**config.mk**
```make
export PLATFORM = sky130hd
export DESIGN_NAME = soft_reset_ctl
export DESIGN_NICKNAME = d
export VERILOG_FILES = /design/src/rtl/soft_reset_pkg.sv /design/src/rtl/soft_reset_wb_regs.sv /design/src/rtl/soft_reset_ctl.sv
export SDC_FILE = /design/constraint.sdc
export NUM_CORES = 1
export LEC_CHECK = 0
export BUFFER_PORTS_ARGS = -buffer_cell sky130_fd_sc_hd__buf_4
export CAP_MARGIN = 5
export CORE_UTILIZATION = 46
export CTS_CLUSTER_SIZE = 20
export DETAILED_ROUTE_END_ITERATION = 10
export PLACE_DENSITY = 0.77
export SLEW_MARGIN = 10
export SYNTH_ARGS = -nofsm -noshare
export SYNTH_HDL_FRONTEND = slang
export SYNTH_SLANG_ARGS = --single-unit
```
**constraint.sdc**
```tcl
create_clock -name clock_i -period 1.8 [get_ports clock_i]
set_input_delay 0.09 -clock clock_i [delete_from_list [all_inputs] [get_ports clock_i]]
set_output_delay 0.09 -clock clock_i [all_outputs]
set_load 0.02 [all_outputs]
```
**src/rtl/soft_reset_pkg.sv**
```systemverilog
// Shared state type, register map and unlock constants for the soft-reset requester.
// Helper functions keep the unlock constants referenced whether or not SOFT_RESET_UNLOCK_EN is set.
package soft_reset_pkg;

  typedef enum logic [1:0] {
    ST_IDLE         = 2'd0,
    ST_STROBE       = 2'd1,
    ST_WAIT_ASSERT  = 2'd2,
    ST_WAIT_RELEASE = 2'd3
  } state_t;

  localparam logic [1:0] ADDR_KEY    = 2'd0;
  localparam logic [1:0] ADDR_STATUS = 2'd1;
  localparam logic [1:0] ADDR_COUNT  = 2'd2;
  localparam logic [1:0] ADDR_UNLOCK = 2'd3;

  localparam int STAT_BUSY      = 0;
  localparam int STAT_TIMEOUT   = 1;
  localparam int STAT_BADKEY    = 2;
  localparam int STAT_STATE_LSB = 4;

  localparam logic [31:0] UNLOCK_MAGIC  = 32'hA5A5_0001;
  localparam int          UNLOCK_WINDOW = 256;

  function automatic logic [31:0] status_word(input state_t st, input logic to_flag,
                                              input logic bk_flag);
    logic [31:0] w;
    w                         = '0;
    w[STAT_BUSY]              = (st != ST_IDLE);
    w[STAT_TIMEOUT]           = to_flag;
    w[STAT_BADKEY]            = bk_flag;
    w[STAT_STATE_LSB +: 2]    = st;
    return w;
  endfunction

  function automatic logic is_unlock(input logic [31:0] d);
    return d == UNLOCK_MAGIC;
  endfunction

  function automatic logic [8:0] window_init();
    return 9'(UNLOCK_WINDOW);
  endfunction

endpackage

```
**src/rtl/soft_reset_wb_regs.sv**
```systemverilog
// Wishbone decode, registered ack/err (one cycle after the request) and status/counter storage.
// SOFT_RESET_UNLOCK_EN: addr 3 arms a 256-cycle window that a key write must fall inside.
module soft_reset_wb_regs
  import soft_reset_pkg::*;
#(
  parameter logic [31:0] KEY   = 32'h5EC0FFEE,
  parameter int          CNT_W = 8
) (
  input  logic        clock_i,
  input  logic        reset_i,
  input  logic        wb_cyc_i,
  input  logic        wb_stb_i,
  input  logic        wb_we_i,
  input  logic [1:0]  wb_addr_i,
  input  logic [31:0] wb_data_i,
  output logic [31:0] wb_data_o,
  output logic        wb_ack_o,
  output logic        wb_err_o,
  input  state_t      state_i,
  input  logic        cnt_inc_i,
  input  logic        timeout_set_i,
  output logic        start_o
);

  logic             ack_q, ack_d, err_q, err_d, start_q, start_d;
  logic             timeout_q, timeout_d, badkey_q, badkey_d;
  logic [31:0]      dat_q, dat_d;
  logic [CNT_W-1:0] cnt_q, cnt_d;
  logic             req, clr, badkey_set, key_ok;

`ifdef SOFT_RESET_UNLOCK_EN
  logic [8:0] win_q, win_d;
  logic       win_open, arm, key_wr;
  assign win_open = (win_q != '0);
  assign key_ok   = (wb_data_i == KEY) && win_open;
  assign key_wr   = req && wb_we_i && (wb_addr_i == ADDR_KEY);
`else
  assign key_ok   = (wb_data_i == KEY);
`endif

  // A held strobe is not re-sampled while its own ack/err is on the bus.
  assign req = wb_cyc_i && wb_stb_i && !ack_q && !err_q;

  always_comb begin
    ack_d      = 1'b0;
    err_d      = 1'b0;
    dat_d      = '0;
    start_d    = 1'b0;
    clr        = 1'b0;
    badkey_set = 1'b0;
`ifdef SOFT_RESET_UNLOCK_EN
    arm        = 1'b0;
`endif
    if (req) begin
      if (wb_we_i) begin
        case (wb_addr_i)
          ADDR_KEY: begin
            if (state_i == ST_IDLE) begin
              ack_d = 1'b1;
              if (key_ok) start_d = 1'b1;
              else        badkey_set = 1'b1;
            end else begin
              err_d = 1'b1;
            end
          end
          ADDR_COUNT: begin
            ack_d = 1'b1;
            clr   = 1'b1;
          end
`ifdef SOFT_RESET_UNLOCK_EN
          ADDR_UNLOCK: begin
            if (is_unlock(wb_data_i)) begin
              ack_d = 1'b1;
              arm   = 1'b1;
            end else begin
              err_d = 1'b1;
            end
          end
`endif
          default: err_d = 1'b1;
        endcase
      end else begin
        case (wb_addr_i)
          ADDR_STATUS: begin
            ack_d = 1'b1;
            dat_d = status_word(state_i, timeout_q, badkey_q);
          end
          ADDR_COUNT: begin
            ack_d = 1'b1;
            dat_d = 32'(cnt_q);
          end
`ifdef SOFT_RESET_UNLOCK_EN
          ADDR_UNLOCK: begin
            ack_d = 1'b1;
            dat_d = {31'b0, win_open};
          end
`endif
          default: err_d = 1'b1;
        endcase
      end
    end

    // Software clear takes priority over any same-cycle flag set or count increment.
    timeout_d = clr ? 1'b0 : (timeout_q | timeout_set_i);
    badkey_d  = clr ? 1'b0 : (badkey_q | badkey_set);
    if (clr)                          cnt_d = '0;
    else if (cnt_inc_i && cnt_q != '1) cnt_d = cnt_q + CNT_W'(1);
    else                              cnt_d = cnt_q;

`ifdef SOFT_RESET_UNLOCK_EN
    if (arm)                 win_d = window_init();
    else if (key_wr)         win_d = '0;
    else if (win_q != '0)    win_d = win_q - 9'd1;
    else                     win_d = win_q;
`endif
  end

  always_ff @(posedge clock_i or posedge reset_i) begin
    if (reset_i) begin
      ack_q     <= 1'b0;
      err_q     <= 1'b0;
      dat_q     <= '0;
      start_q   <= 1'b0;
      timeout_q <= 1'b0;
      badkey_q  <= 1'b0;
      cnt_q     <= '0;
`ifdef SOFT_RESET_UNLOCK_EN
      win_q     <= '0;
`endif
    end else begin
      ack_q     <= ack_d;
      err_q     <= err_d;
      dat_q     <= dat_d;
      start_q   <= start_d;
      timeout_q <= timeout_d;
      badkey_q  <= badkey_d;
      cnt_q     <= cnt_d;
`ifdef SOFT_RESET_UNLOCK_EN
      win_q     <= win_d;
`endif
    end
  end

  assign wb_ack_o  = ack_q;
  assign wb_err_o  = err_q;
  assign wb_data_o = dat_q;
  assign start_o   = start_q;

endmodule

```
**src/rtl/soft_reset_ctl.sv**
```systemverilog
// Soft-reset requester: keyed Wishbone write -> one-cycle soft_reset_o -> watch sys_reset_i rise and fall.
// Bus ack/err one cycle after request; build option SOFT_RESET_UNLOCK_EN gates the key behind an unlock window.
module soft_reset_ctl
  import soft_reset_pkg::*;
#(
  parameter logic [31:0] KEY     = 32'h5EC0FFEE,
  parameter int          TIMEOUT = 1024,
  parameter int          CNT_W   = 8
) (
  input  logic        clock_i,
  input  logic        reset_i,
  input  logic        wb_cyc_i,
  input  logic        wb_stb_i,
  input  logic        wb_we_i,
  input  logic [1:0]  wb_addr_i,
  input  logic [31:0] wb_data_i,
  output logic [31:0] wb_data_o,
  output logic        wb_ack_o,
  output logic        wb_err_o,
  input  logic        sys_reset_i,
  output logic        soft_reset_o,
  output logic        busy_o
);

  localparam logic [15:0] TIMEOUT_M1 = 16'(TIMEOUT - 1);

  state_t      state_q, state_d;
  logic [15:0] timer_q, timer_d;
  logic        start, cnt_inc, timeout_set;

  soft_reset_wb_regs #(
    .KEY   (KEY),
    .CNT_W (CNT_W)
  ) u_regs (
    .clock_i       (clock_i),
    .reset_i       (reset_i),
    .wb_cyc_i      (wb_cyc_i),
    .wb_stb_i      (wb_stb_i),
    .wb_we_i       (wb_we_i),
    .wb_addr_i     (wb_addr_i),
    .wb_data_i     (wb_data_i),
    .wb_data_o     (wb_data_o),
    .wb_ack_o      (wb_ack_o),
    .wb_err_o      (wb_err_o),
    .state_i       (state_q),
    .cnt_inc_i     (cnt_inc),
    .timeout_set_i (timeout_set),
    .start_o       (start)
  );

  always_comb begin
    state_d     = state_q;
    timer_d     = timer_q;
    cnt_inc     = 1'b0;
    timeout_set = 1'b0;
    case (state_q)
      ST_IDLE: begin
        if (start) state_d = ST_STROBE;
      end
      ST_STROBE: begin
        timer_d = '0;
        state_d = ST_WAIT_ASSERT;
      end
      ST_WAIT_ASSERT: begin
        // timer_q counts completed cycles here, so the last allowed cycle sees TIMEOUT-1.
        if (sys_reset_i) begin
          state_d = ST_WAIT_RELEASE;
        end else if (timer_q == TIMEOUT_M1) begin
          timeout_set = 1'b1;
          state_d     = ST_IDLE;
        end else begin
          timer_d = timer_q + 16'd1;
        end
      end
      ST_WAIT_RELEASE: begin
        if (!sys_reset_i) begin
          cnt_inc = 1'b1;
          state_d = ST_IDLE;
        end
      end
      default: state_d = ST_IDLE;
    endcase
  end

  always_ff @(posedge clock_i or posedge reset_i) begin
    if (reset_i) begin
      state_q <= ST_IDLE;
      timer_q <= '0;
    end else begin
      state_q <= state_d;
      timer_q <= timer_d;
    end
  end

  assign soft_reset_o = (state_q == ST_STROBE);
  assign busy_o       = (state_q != ST_IDLE);

endmodule
```
## Yosys cells after proc, flatten, opt, wreduce, memory -nomap -nowiden

Cells that the tools add are included.

| operators by class | value |
|---|---|
| reduce and logical (&&, ||, !) cells | 14 |
| $add $sub $neg | 2 |
| bitwise operators | 2 |
| equal/unequal tests | 13 |
| multiplexer cells | 43 |

Operators with widths:

| cell | number |
|---|---|
| 32-bit 2-to-1 mux | 2 |
| 32-bit by 31-bit == test with 1-bit output (second input constant) | 1 |
| 16-bit 2-to-1 mux | 2 |
| 16-bit case mux with 2 select lines | 1 |
| 1-bit 2-to-1 mux | 28 |
| 16-bit by 1-bit adder with 16-bit output (second input constant) | 1 |
| 16-bit by 10-bit == test with 1-bit output (second input constant) | 1 |
| 8-bit 2-to-1 mux | 2 |
| 8-bit case mux with 2 select lines | 1 |
| 8-bit by 1-bit adder with 8-bit output (second input constant) | 1 |
| 2-bit 2-to-1 mux | 4 |
| 8-bit inequality test (second input constant) | 1 |
| 2-bit case mux with 4 select lines | 1 |
| 2-bit == test (second input constant) | 3 |
| 2-bit inequality test (second input constant) | 3 |
| 3-bit AND reduction | 2 |
| 2-bit nonzero test | 3 |
| 2-bit by 1-bit == test with 1-bit output (second input constant) | 2 |
| 1-bit logical AND | 4 |
| 2-bit logical NOT | 2 |
| 1-bit case mux with 2 select lines | 2 |
| 3-bit inequality test (second input constant) | 1 |
| 1-bit logical NOT | 2 |
| 2-bit by 1-bit inequality test with 1-bit output (second input constant) | 1 |
| 2 further kinds | 3 |

| storage, ports and cells | value |
|---|---|
| input port bits | 40 |
| flip-flop bits (word level) | 63 |
| logic and storage cells | 83 |

## Logic depth before layout (Yosys ltp)

Gate-level depths: netlist of the first run.

| logic depth | value |
|---|---|
| depth in word-level cells | 8 |
| depth in mapped cells | 6 |
| mapped depth without buffers | 5 |

## Modules after synthesis

Synthesis of the first run repeated with hierarchy kept, for this count alone.

| second synthesis, totals | value |
|---|---|
| cell total of the unflattened synthesis | 253 |
| area total of the unflattened synthesis | 2318.5 um^2 |

Modules (own cells, without submodules):

| module | area each (um^2) | times used | cells each | seq. area each (um^2) |
|---|---|---|---|---|
| soft_reset_wb_regs | 1265.0 | 1 | 131 | 525.5 |
| soft_reset_ctl | 1053.5 | 1 | 122 | 450.4 |

## Least setup slack after synthesis of the first run

OpenSTA, ideal clock, no wires.

| timing path | value |
|---|---|
| path type | register to register |
| from | register timer_q[0] |
| to | register timer_q[6] |
| data arrival time | 1629 ps |
| cell stages (with the launch flop) | 7 |
| buffers on the path | 1 |
| slack | 92 ps |
| cells stage by stage | dfrtp_1 > ha_1 > and3_1 > clkbuf_1 > nand4_1 > or3_2 > a21oi_1 |

| between the ends | value |
|---|---|
| longest elaborated chain between the ends | 4 |
| elaborated cells on any way between the ends | 7 |
| classes of those cells | add/sub: 1; eq/ne: 2; mux: 3; reduce/logical: 1 |

RTL lines:

| item | RTL line | source |
|---|---|---|
| start, declared | soft_reset_ctl.sv:28 | `logic [15:0] timer_q, timer_d;` |
| start signal, assigned | soft_reset_ctl.sv:91 | `timer_q <= timer_d;` |
| 16-bit by 1-bit adder with 16-bit output | soft_reset_ctl.sv:72 | `timer_d = timer_q + 16'd1;` |
| 16-bit 2-to-1 mux | soft_reset_ctl.sv:68 | `end else if (timer_q == TIMEOUT_M1) begin` |
| 16-bit 2-to-1 mux | soft_reset_ctl.sv:66 | `if (sys_reset_i) begin` |
| 16-bit case mux with 2 select lines | soft_reset_ctl.sv:56 | `case (state_q)` |

Parallel ways exist; a longest one is shown, timed or not. The select of a mux whose other input is x is not followed.
A chain may end at the register's enable or synchronous reset.

## Final worst setup path of the first run

| timing path | value |
|---|---|
| from | register timer_q[12] |
| to | register timer_q[9] |

| between the ends | value |
|---|---|
| longest elaborated chain between the ends | 3 |

RTL lines:

| item | RTL line |
|---|---|
| 16-bit by 10-bit == test with 1-bit output | soft_reset_ctl.sv:68 |
| 2-bit inequality test (no source line) | n/a |
| 3-bit AND reduction (no source line) | n/a |

Every way passes these cells.

==> results of run 1 <==
## per-layer routing
layer,GRT usage,wire length (um),up-vias
met5,0,0,-
met4,0.06972,50,0
met3,0.05110,323,9
met2,0.3769,2706,81
met1,0.2544,2053,940
li1,-,-,952
## registers in the layout (all words and copies together), names as in the netlist
signal	cells
timer_q	16
u_regs.cnt_q	8
u_regs.wb_data_o	8
state_q	2
u_regs.badkey_q	1
u_regs.start_o	1
u_regs.timeout_q	1
u_regs.wb_ack_o	1
u_regs.wb_err_o	1
## path summary, 6_finish.rpt
kind                                start             endpoint  slack [ns]  cells past startpoint
min in group asynchronous         reset_i  u_regs.wb_data_o[1]        0.47                      4
max in group asynchronous         reset_i          timer_q[11]        0.98                      4
hold / removal                    wb_we_i      u_regs.wb_ack_o        0.04                      2
setup reg to reg              timer_q[12]           timer_q[9]        0.13                      5
setup / recovery              timer_q[12]           timer_q[9]        0.13                      5
hold reg to reg            u_regs.start_o           state_q[0]        0.45                      1
## critical path: cells and delay by family, from the launching register on
kind,cells,cell delay [ns]
muxes,1,0.12
AOI/OAI and AO/OA,1,0.09
buffers and inverters,1,0.21
and+or+nand+nor,2,0.72
DFF,1,0.41
## power groups by stage
stage	sequential [W]	clock, W	combinational [W]
after CTS	0.00112	0.000581	0.000666
after detailed placement	0.00113	0	0.000654
after global routing	0.00114	0.000617	0.000772
after floorplan	0.00110	0	0.000497
after global placement	0.00113	0	0.000642
final	0.00112	0.000568	0.000686
## timing repair
action | CTS | global route
hold buffers | 1 | 0
endpoints found under the hold margin | 39 | 0
setup buffers | 0 | 1
resized for setup | 0 | 4
endpoints found under the setup margin | 0 | 5
## final cells by class
| type | count | area (sq um) | area share |
|---|---|---|---|
| tap | 67 | 83.83 | 0.02976 |
| clock inverter | 1 | 5.005 | 0.001777 |
| sequential | 39 | 975.9 | 0.3465 |
| clock buffer | 7 | 76.32 | 0.02710 |
| inverter | 6 | 22.52 | 0.007996 |
| multi-input combinational | 186 | 1162 | 0.4127 |
| timing repair buffer | 65 | 490.5 | 0.1741 |
## kinds of logic after synthesis
| kind of cell | Yosys count | synth area share |
|---|---|---|
| XOR/XNOR | 5 | 0.01904 |
| AO/OA/AOI/OAI | 41 | 0.1234 |
| multiplexers | 7 | 0.03045 |
| other | 1 | 0.001630 |
| AND/OR/NAND/NOR | 104 | 0.2616 |
| adder cells (fa/ha/maj) | 5 | 0.02719 |
| buffers and inverters | 38 | 0.1126 |
| flip-flops | 39 | 0.4241 |
## cell usage after synthesis (all sizes together) (5+ instances only)
cell type,instances
clkbuf,6
nand2,25
and3,7
nand3,9
mux2i,7
nor2,20
ha,5
a21oi,10
dfrtp,39
buf,26
inv,6
nand4,9
o21ai,6
## through the flow
step,cell area (sq um),cells,setup slack (ns),power [W],hold slack [ns]
after CTS,2799,370,0.05376,0.002366,0.02488
after global placement,2708,361,0.1750,0.001768,0.2408
after detailed placement,2708,361,0.1068,0.001783,0.2525
after floorplan,2387,263,0.09199,0.001595,0.2021
final,2816,371,0.1315,0.002373,0.03654
after global routing,2816,371,0.03326,0.002524,0.03154
==> impl_metrics.py, run 1 <==
metrics = {
    "logic_synthesis": {
        "yosysTopAreaCell": "dfrtp_1",
        "synth_seq_cells": 39,
        "synth_area_sq_mm": 0.002301,
        "synth.distinct_cells": 56,
        "yosysSeqAreaShare": 0.4241,
        "synth_area_leaders": "dfrtp_1, buf_4, nand2_1",
        "synth_warnings": 0,
        "synthCells": 240,
        "synth_top_cell_area_share": 0.4241,
        "synth.avg_cell_area_sq_um": 9.587,
        "synth_edf_count": 0,
        "synthArstFlopShare": 1.000,
        "synth_ff_type": "dfrtp_1",
    },
    "pwr": {
        "switching_share": 0.3401,
        "cellInternalPower_w": 0.001566,
        "p_seq_frac": 0.471,
        "power.leakage_nw": 1.321,
        "power.share.clock": 0.239,
        "p_switching_w": 0.0008070,
        "comb_power_share": 0.289,
        "p_per_area_mw_per_mm2": 842.6,
        "max-vdd-ir-drop_uv": 607.8,
    },
    "grt": {
        "grt-ovfl-total": 0,
        "grt_usage": 0.2132,
        "grt_max_degree": 40,
        "grt_first_pass_wirelength_mm": 8.590,
        "grt_pass1_vias": 1925,
        "grt_antenna_before_repair": 0,
    },
    "timing": {
        "slew_violations": 0,
        "max_clock_freq_mhz": 599.3,
        "rsz0062_at_grt": "no",
        "setup_tns_ns": 0,
        "clock_skew_ns": 0.007348,
        "hold_viol": 0,
        "post-route-min-period_ns": 1.669,
        "setup_viol": 0,
        "fin_crit_sh": 0.9269,
    },
    "drt": {
        "drcViolationCount": 0,
        "vias": 1982,
        "drt-total-wl_mm": 5.133,
        "ant_nets": 0,
        "first_pass_iters": 4,
        "wire_per_inst_um": 13.84,
        "drtIter0Drc": 130,
        "vias_per_cell": 5.342,
    },
    "cells_and_area": {
        "num-fill-cells": 454,
        "final_cell_mix": "buf_4, dfrtp_1, nand2_1",
        "layout-drive-gt1-share": 0.2763,
        "syn2layout_area_growth_pct": 22.40,
        "insertedDiodeCount": 0,
        "postLayoutCoreUtil": 0.5924,
        "finalNetCount": 348,
        "final_common_cell": "buf_4",
    },
    "floorplan": {
        "die_area_sq_mm": 0.005289,
        "io_pins": 76,
        "fp.dieW_um": 72.73,
        "chipHeight_um": 72.73,
        "rows": 25,
        "initial_core_util": 0.4839,
        "core_sq_mm": 0.004755,
    },
    "critical_path": {
        "arrival_ns": 1.84,
        "path_cells": "or4_4, nor4_4, buf_4, a211oi_1, mux2i_1",
        "cp-start-kind": "flop",
        "critPathMaxStageDelay_ns": 0.55,
        "end_kind": "flop",
        "critPathSlowestCell": "or4_4",
        "required_ns": 1.97,
        "cp_max_fo": 9,
        "critPathKind": "reg -> reg",
    },
    "placement": {
        "hpwl_mm": 3.856,
        "gp_congestion": 0.8123,
        "io_buffer_count": 51,
    },
    "clock_tree": {
        "clockRootBuffer": "clkbuf_8",
        "cts_inserted_buffers": 5,
        "cts_htree_levels": 2,
        "cts.sink_count": 39,
        "clk_latency_ns": 0.29,
        "cts_tree": "done",
        "clk_path_buf_depth": 2,
        "clk_pin_slew_ns": 0.07,
    },
    "run_status": {
        "status": "completed",
    },
    "hold_path": {
        "hold_class": "in -> reg",
    },
    "flow_run": {
        "cap_violations": 0,
    },
}
Power figures use the tool's default switching activity.
==> inputs of run 2 (changes only) <==
--- a/config.mk
+++ b/config.mk
@@ -5,12 +5,14 @@
 export SDC_FILE = /design/constraint.sdc
 export NUM_CORES = 1
 export LEC_CHECK = 0
+export ABC_AREA = 1
 export BUFFER_PORTS_ARGS = -buffer_cell sky130_fd_sc_hd__buf_4
 export CAP_MARGIN = 5
-export CORE_UTILIZATION = 46
+export CORE_MARGIN = 5
+export CORE_UTILIZATION = 47
 export CTS_CLUSTER_SIZE = 20
 export DETAILED_ROUTE_END_ITERATION = 10
-export PLACE_DENSITY = 0.77
+export PLACE_DENSITY = 0.76
 export SLEW_MARGIN = 10
 export SYNTH_ARGS = -nofsm -noshare
 export SYNTH_HDL_FRONTEND = slang
==> run 2 against run 1 <==
  * Wire length grew 15%
  * Hold slack improved by 0.073 ns
  * Critical path depth up 4
  * Maximum frequency is 4.8% higher
  * Cell area increased by 11%
  * Non-clock buffer count shrank 11
  * Synthesized area up 16%
  * Critical endpoint is now timer_q[6]
  * Largest cell class unchanged
==> impl_metrics.py, run 2 <==
metrics = {
    "run_status": {
        "status": "completed",
    },
    "timing": {
        "max_clock_freq_mhz": 628.4,
        "clock_skew_ns": 0.006129,
        "fin_crit_sh": 0.8841,
        "hold_ws_ns": 0.1099,
        "rsz0062_at_grt": "no",
        "hold_viol": 0,
        "slew_violations": 0,
        "post-route-min-period_ns": 1.591,
        "setup_tns_ns": 0,
        "setup_viol": 0,
    },
    "pwr": {
        "power.share.clock": 0.225,
        "p_per_area_mw_per_mm2": 827.9,
        "max-vdd-ir-drop_uv": 589.2,
        "power.leakage_nw": 1.641,
        "p_seq_frac": 0.447,
        "cellInternalPower_w": 0.001581,
        "comb_power_share": 0.329,
        "switching_share": 0.3873,
        "power_w": 0.002580,
        "p_switching_w": 0.0009993,
    },
    "critical_path": {
        "crit_start": "timer_q[0]",
        "path_cells": "ha_1, nand3_1, inv_2, nand2_2, clkinv_4, nand2_8, nand2_8, o21ai_0, nand2_1",
        "cpLargestDelayFamily": "simple AND/OR/NAND/NOR gates",
        "arrival_ns": 1.77,
        "r2r_start": "timer_q[0]",
        "critPathSlowestCell": "dfrtp_1",
        "critPathMaxStageDelay_ns": 0.41,
        "end_kind": "flop",
        "crit_top_cell": "nand2_8",
        "worst-path-buf-inv": 2,
        "cp-start-kind": "flop",
        "critPathKind": "reg -> reg",
        "required_ns": 1.98,
        "cp_max_fo": 18,
    },
    "cells_and_area": {
        "syn2layout_area_growth_pct": 16.84,
        "finalNetCount": 475,
        "layout-drive-gt1-share": 0.1879,
        "insertedDiodeCount": 0,
        "final_cell_mix": "nand2_1, buf_4, inv_1",
        "fin_area_sq_mm": 0.003117,
        "instances_no_fill": 503,
        "top_register": "timer_q",
        "final_common_cell": "nand2_1",
        "largest_reg_flops": 16,
    },
    "drt": {
        "first_pass_iters": 4,
        "drt-total-wl_mm": 5.925,
        "drcViolationCount": 0,
        "ant_nets": 0,
        "vias": 2421,
        "highest_layer": "met4",
        "vias_per_cell": 4.813,
        "wl_met2_mm": 3.022,
        "met3WireLength_um": 242,
        "drtIter0Drc": 90,
        "wire_per_inst_um": 11.78,
        "wl_met1_mm": 2.605,
    },
    "floorplan": {
        "core_sq_mm": 0.005507,
        "initial_core_util": 0.4844,
        "rows": 27,
        "fp.dieW_um": 85.34,
        "io_pins": 76,
        "chipHeight_um": 85.34,
        "die_area_sq_mm": 0.007282,
    },
    "grt": {
        "grt_antenna_before_repair": 0,
        "grt_first_pass_wirelength_mm": 10.66,
        "grt_usage": 0.1760,
        "grt-ovfl-total": 0,
        "grt_pass1_vias": 2466,
        "grt_max_degree": 40,
    },
    "logic_synthesis": {
        "yosysSeqAreaShare": 0.3659,
        "synthArstFlopShare": 1.000,
        "synth_top_cell_area_share": 0.3659,
        "synthCells": 375,
        "synth_seq_cells": 39,
        "synth_warnings": 0,
        "yosysMostFrequentCell": "nand2_1",
        "synth.avg_cell_area_sq_um": 7.113,
        "synth_ff_type": "dfrtp_1",
        "synth_area_leaders": "dfrtp_1, nand2_1, buf_4",
        "synth_commonest_cells": "nand2_1, inv_1, nor2_1, dfrtp_1, nand3_1",
        "synth.distinct_cells": 33,
        "yosysTopAreaCell": "dfrtp_1",
        "synth_edf_count": 0,
        "synth_area_sq_mm": 0.002668,
    },
    "hold_path": {
        "hold_start": "wb_we_i",
        "hold_class": "in -> reg",
    },
    "clock_tree": {
        "cts_tree": "done",
        "cts_resized": 0,
        "clk_latency_ns": 0.29,
        "cts_inserted_buffers": 5,
        "clockRootBuffer": "clkbuf_8",
        "clk_pin_slew_ns": 0.08,
        "cts_htree_levels": 2,
        "cts.sink_count": 39,
        "clk_path_buf_depth": 2,
    },
    "flow_run": {
        "cap_violations": 0,
    },
    "placement": {
        "placed_cell_area_sq_mm": 0.003025,
        "hpwl_mm": 4.674,
        "io_buffer_count": 51,
        "gp_congestion": 0.8438,
        "dp_cells": 494,
    },
}
-- run 2: metrics by stage --
| step | setup WS, ns | util |
|---|---|---|
| 4_1_cts | 0.2038 | 0.5660 |
| 3_3_place_gp | 0.2776 | 0.5494 |
| 2_1_floorplan | 0.3401 | - |
| 5_1_grt | 0.06770 | 0.5660 |
| 3_5_place_dp | 0.2188 | 0.5494 |
| 6_report | 0.2087 | 0.5660 |
-- run 2: metal layers --
metal / vias up / track usage
met5: - / 0
met4: 0 / 0.04892
met3: 7 / 0.03883
met2: 45 / 0.3100
met1: 1123 / 0.2151
li1: 1246 / -
-- run 2: cell type report --
class,count,area [sq um]
clock buffer,7,76.32
multi-input combinational,277,1358
timing repair buffer,54,407.9
fill,522,2390
inverter,53,203.9
clock inverter,1,5.005
sequential,39,975.9
tap,72,90.09
-- run 2: final timing paths --
| kind | slack [ns] | cells after the start | endpoint |
|---|---|---|---|
| setup / recovery | 0.21 | 9 | timer_q[6] |
| hold / removal | 0.11 | 3 | u_regs.wb_err_o |
| setup reg to reg | 0.21 | 9 | timer_q[6] |
| hold reg to reg | 0.52 | 1 | timer_q[0] |
| max in group asynchronous | 0.99 | 4 | u_regs.start_o |
| min in group asynchronous | 0.47 | 4 | timer_q[15] |
-- run 2: timing repair --
item	4_1_cts	5_1_grt
hold buffers	1	0
setup buffers	0	0
hold endpoints to repair	39	0
-- run 2: power by group through the flow --
stage                     Combinational, W  Sequential (W)  Clock (W)
after floorplan                   0.000674         0.00113          0
after global placement            0.000825         0.00116          0
after detailed placement          0.000849         0.00116          0
after CTS                         0.000852         0.00115   0.000600
after global routing              0.000968         0.00117   0.000642
final                             0.000848         0.00115   0.000580
-- run 2: worst register-to-register path: cells and delay by family (launching register included) --
kind                       cells  cell delay [ns]
and+or+nand+nor                5             0.49
adders and majority gates      1             0.26
AOI/OAI and AO/OA              1             0.17
buffers and inverters          2             0.14
DFF                            1             0.41
-- run 2: cells by family (layout without fill, tap and decap cells) --
family / after synthesis / after routing / share of synthesized area
flip-flops: 39 / 39 / 0.3659
adder cells (fa/ha/maj): 5 / 5 / 0.02345
XOR/XNOR: 8 / 8 / 0.02627
other: 1 / 24 / 0.001406
buffers and inverters: 82 / 115 / 0.1576
AND/OR/NAND/NOR: 215 / 215 / 0.3720
AO/OA/AOI/OAI: 25 / 25 / 0.05347
==> inputs of run 3 (changes only) <==
==> constraint.sdc (replaced) <==
create_clock -name clock_i -period 1.8 [get_ports clock_i]
set_input_delay 0.09 -clock clock_i [delete_from_list [all_inputs] [get_ports clock_i]]
set_output_delay 0.09 -clock clock_i [all_outputs]
set_load 0.1 [all_outputs]
==> run 3 against run 2 <==
  * Final cell count unchanged
  * Largest cell class unchanged
  * Clock power up 32%
  * Register-to-register slack about the same
  * First-iteration DRC count decreased by 5.6%
  * Flip-flop and latch count did not move
  * Wire length decreased by 1.4%
  * Clock skew is 0.0015 ns lower
  * Combinational power increased by 42%
  * Sequential power about the same
  * Power rose by 21%
  * Core utilization grew 0.80 points
==> impl_metrics.py, run 3 (synthesis results as in run 2) <==
metrics = {
    "floorplan": {
        "core_sq_mm": 0.005507,
        "io_pins": 76,
        "chipHeight_um": 85.34,
        "die_area_sq_mm": 0.007282,
        "fp.dieW_um": 85.34,
        "rows": 27,
        "initial_core_util": 0.4844,
    },
    "critical_path": {
        "arrival_ns": 1.78,
        "crit_top_cell": "nand2_8",
        "critPathKind": "reg -> reg",
        "cp_max_fo": 18,
        "cp-start-kind": "flop",
        "worst-path-buf-inv": 2,
        "cpLargestDelayFamily": "simple AND/OR/NAND/NOR gates",
        "critPathMaxStageDelay_ns": 0.41,
        "required_ns": 1.98,
        "path_cells": "ha_1, nand3_1, inv_2, nand2_2, clkinv_4, nand2_8, nand2_8, o21ai_0, nand2_1",
        "critPathSlowestCell": "dfrtp_1",
        "end_kind": "flop",
    },
    "grt": {
        "grt_pass1_vias": 2295,
        "grt_antenna_before_repair": 0,
        "grt-ovfl-total": 0,
        "grt_usage": 0.1694,
        "grt_first_pass_wirelength_mm": 10.01,
        "grt_max_degree": 40,
    },
    "clock_tree": {
        "cts.sink_count": 39,
        "clk_latency_ns": 0.30,
        "cts_inserted_buffers": 5,
        "clk_path_buf_depth": 2,
        "hold_buffers": 1,
        "post_cts_buffers": 0,
        "cts_resized": 0,
        "clk_pin_slew_ns": 0.08,
        "clockRootBuffer": "clkbuf_8",
        "cts_tree": "done",
        "cts_htree_levels": 2,
    },
    "timing": {
        "setup_viol": 0,
        "rsz0062_at_grt": "no",
        "setup_tns_ns": 0,
        "max_clock_freq_mhz": 626.6,
        "fin_crit_sh": 0.8867,
        "post-route-min-period_ns": 1.596,
        "slew_violations": 0,
        "hold_viol": 0,
        "clock_skew_ns": 0.004663,
    },
    "cells_and_area": {
        "top_register": "timer_q",
        "final_cell_mix": "nand2_1, buf_4, inv_1",
        "final_common_cell": "nand2_1",
        "finalNetCount": 475,
        "syn2layout_area_growth_pct": 18.48,
        "insertedDiodeCount": 0,
        "largest_reg_flops": 16,
        "layout-drive-gt1-share": 0.1949,
        "fin_area_sq_mm": 0.003161,
    },
    "pwr": {
        "power.leakage_nw": 1.661,
        "max-vdd-ir-drop_uv": 810.8,
        "p_per_area_mw_per_mm2": 987.5,
        "power_w": 0.003121,
    },
    "drt": {
        "drt-total-wl_mm": 5.840,
        "vias_per_cell": 4.724,
        "wire_per_inst_um": 11.61,
        "ant_nets": 0,
        "first_pass_iters": 4,
        "drcViolationCount": 0,
        "vias": 2376,
        "drtIter0Drc": 85,
    },
    "flow_run": {
        "cap_violations": 0,
    },
    "placement": {
        "placed_cell_area_sq_mm": 0.003033,
        "io_buffer_count": 51,
        "gp_congestion": 0.9427,
        "hpwl_mm": 4.623,
    },
    "run_status": {
        "status": "completed",
    },
    "hold_path": {
        "hold_class": "in -> reg",
    },
}
[run 3: changes by cell type in the layout (fill, tap and decap cells not counted)]
cell and delta:
bufinv_16 +1, clkbuf_1 -2, clkbuf_8 +1, nor2_1 -1
nor2_4 +1
[run 3: power breakdown]
group,switching (W),internal [W]
clock network,0.000320,0.000449
logic,0.000894,0.000309
registers,0.000145,0.00101
total,0.00136,0.00176
[run 3: worst min-delay path, cell delays in order]
cell and delay [ns]:
buf_4 0.13, nand3_1 0.08, a21oi_1 0.07
[run 3: path summary, 6_finish.rpt]
check	from	end	slack [ns]	cells after the start
min reg2reg	timer_q[0]	timer_q[0]	0.52	1
min	wb_we_i	u_regs.wb_err_o	0.10	3
max	timer_q[0]	timer_q[6]	0.20	9
max in group asynchronous	reset_i	timer_q[4]	0.99	4
min in group asynchronous	reset_i	u_regs.wb_data_o[3]	0.47	4
max reg2reg	timer_q[0]	timer_q[6]	0.20	9
[run 3: cell type report]
cell class              instances  area, sq um
clock buffers                   6        82.58
clock inverters                 2        35.03
fillers                       507         2346
inverters                      53        203.9
multi-input cells             277         1365
flip-flops and latches         39        975.9
well taps                      72        90.09
repair buffers                 54        407.9
[run 3: stage by stage]
| stage | std cells | setup slack, ns | hold slack (ns) | utilization |
|---|---|---|---|---|
| 6_report | 503 | 0.2040 | 0.1021 | 0.5740 |
| 5_1_grt | 503 | 0.08995 | 0.1289 | 0.5740 |
| 3_5_place_dp | 494 | 0.2307 | 0.2479 | 0.5508 |
| 2_1_floorplan | 398 | 0.03203 | 0.2523 | - |
| 4_1_cts | 503 | 0.2095 | 0.09487 | 0.5740 |
| 3_3_place_gp | 494 | 0.2758 | 0.2419 | 0.5508 |
[run 3: layer usage]
metal / wire length (um) / global-route usage / vias up
met5: 0 / 0 / -
met4: 71 / 0.04604 / 0
met3: 224 / 0.03592 / 9
met2: 3070 / 0.3044 / 39
met1: 2473 / 0.2035 / 1085
li1: - / - / 1243
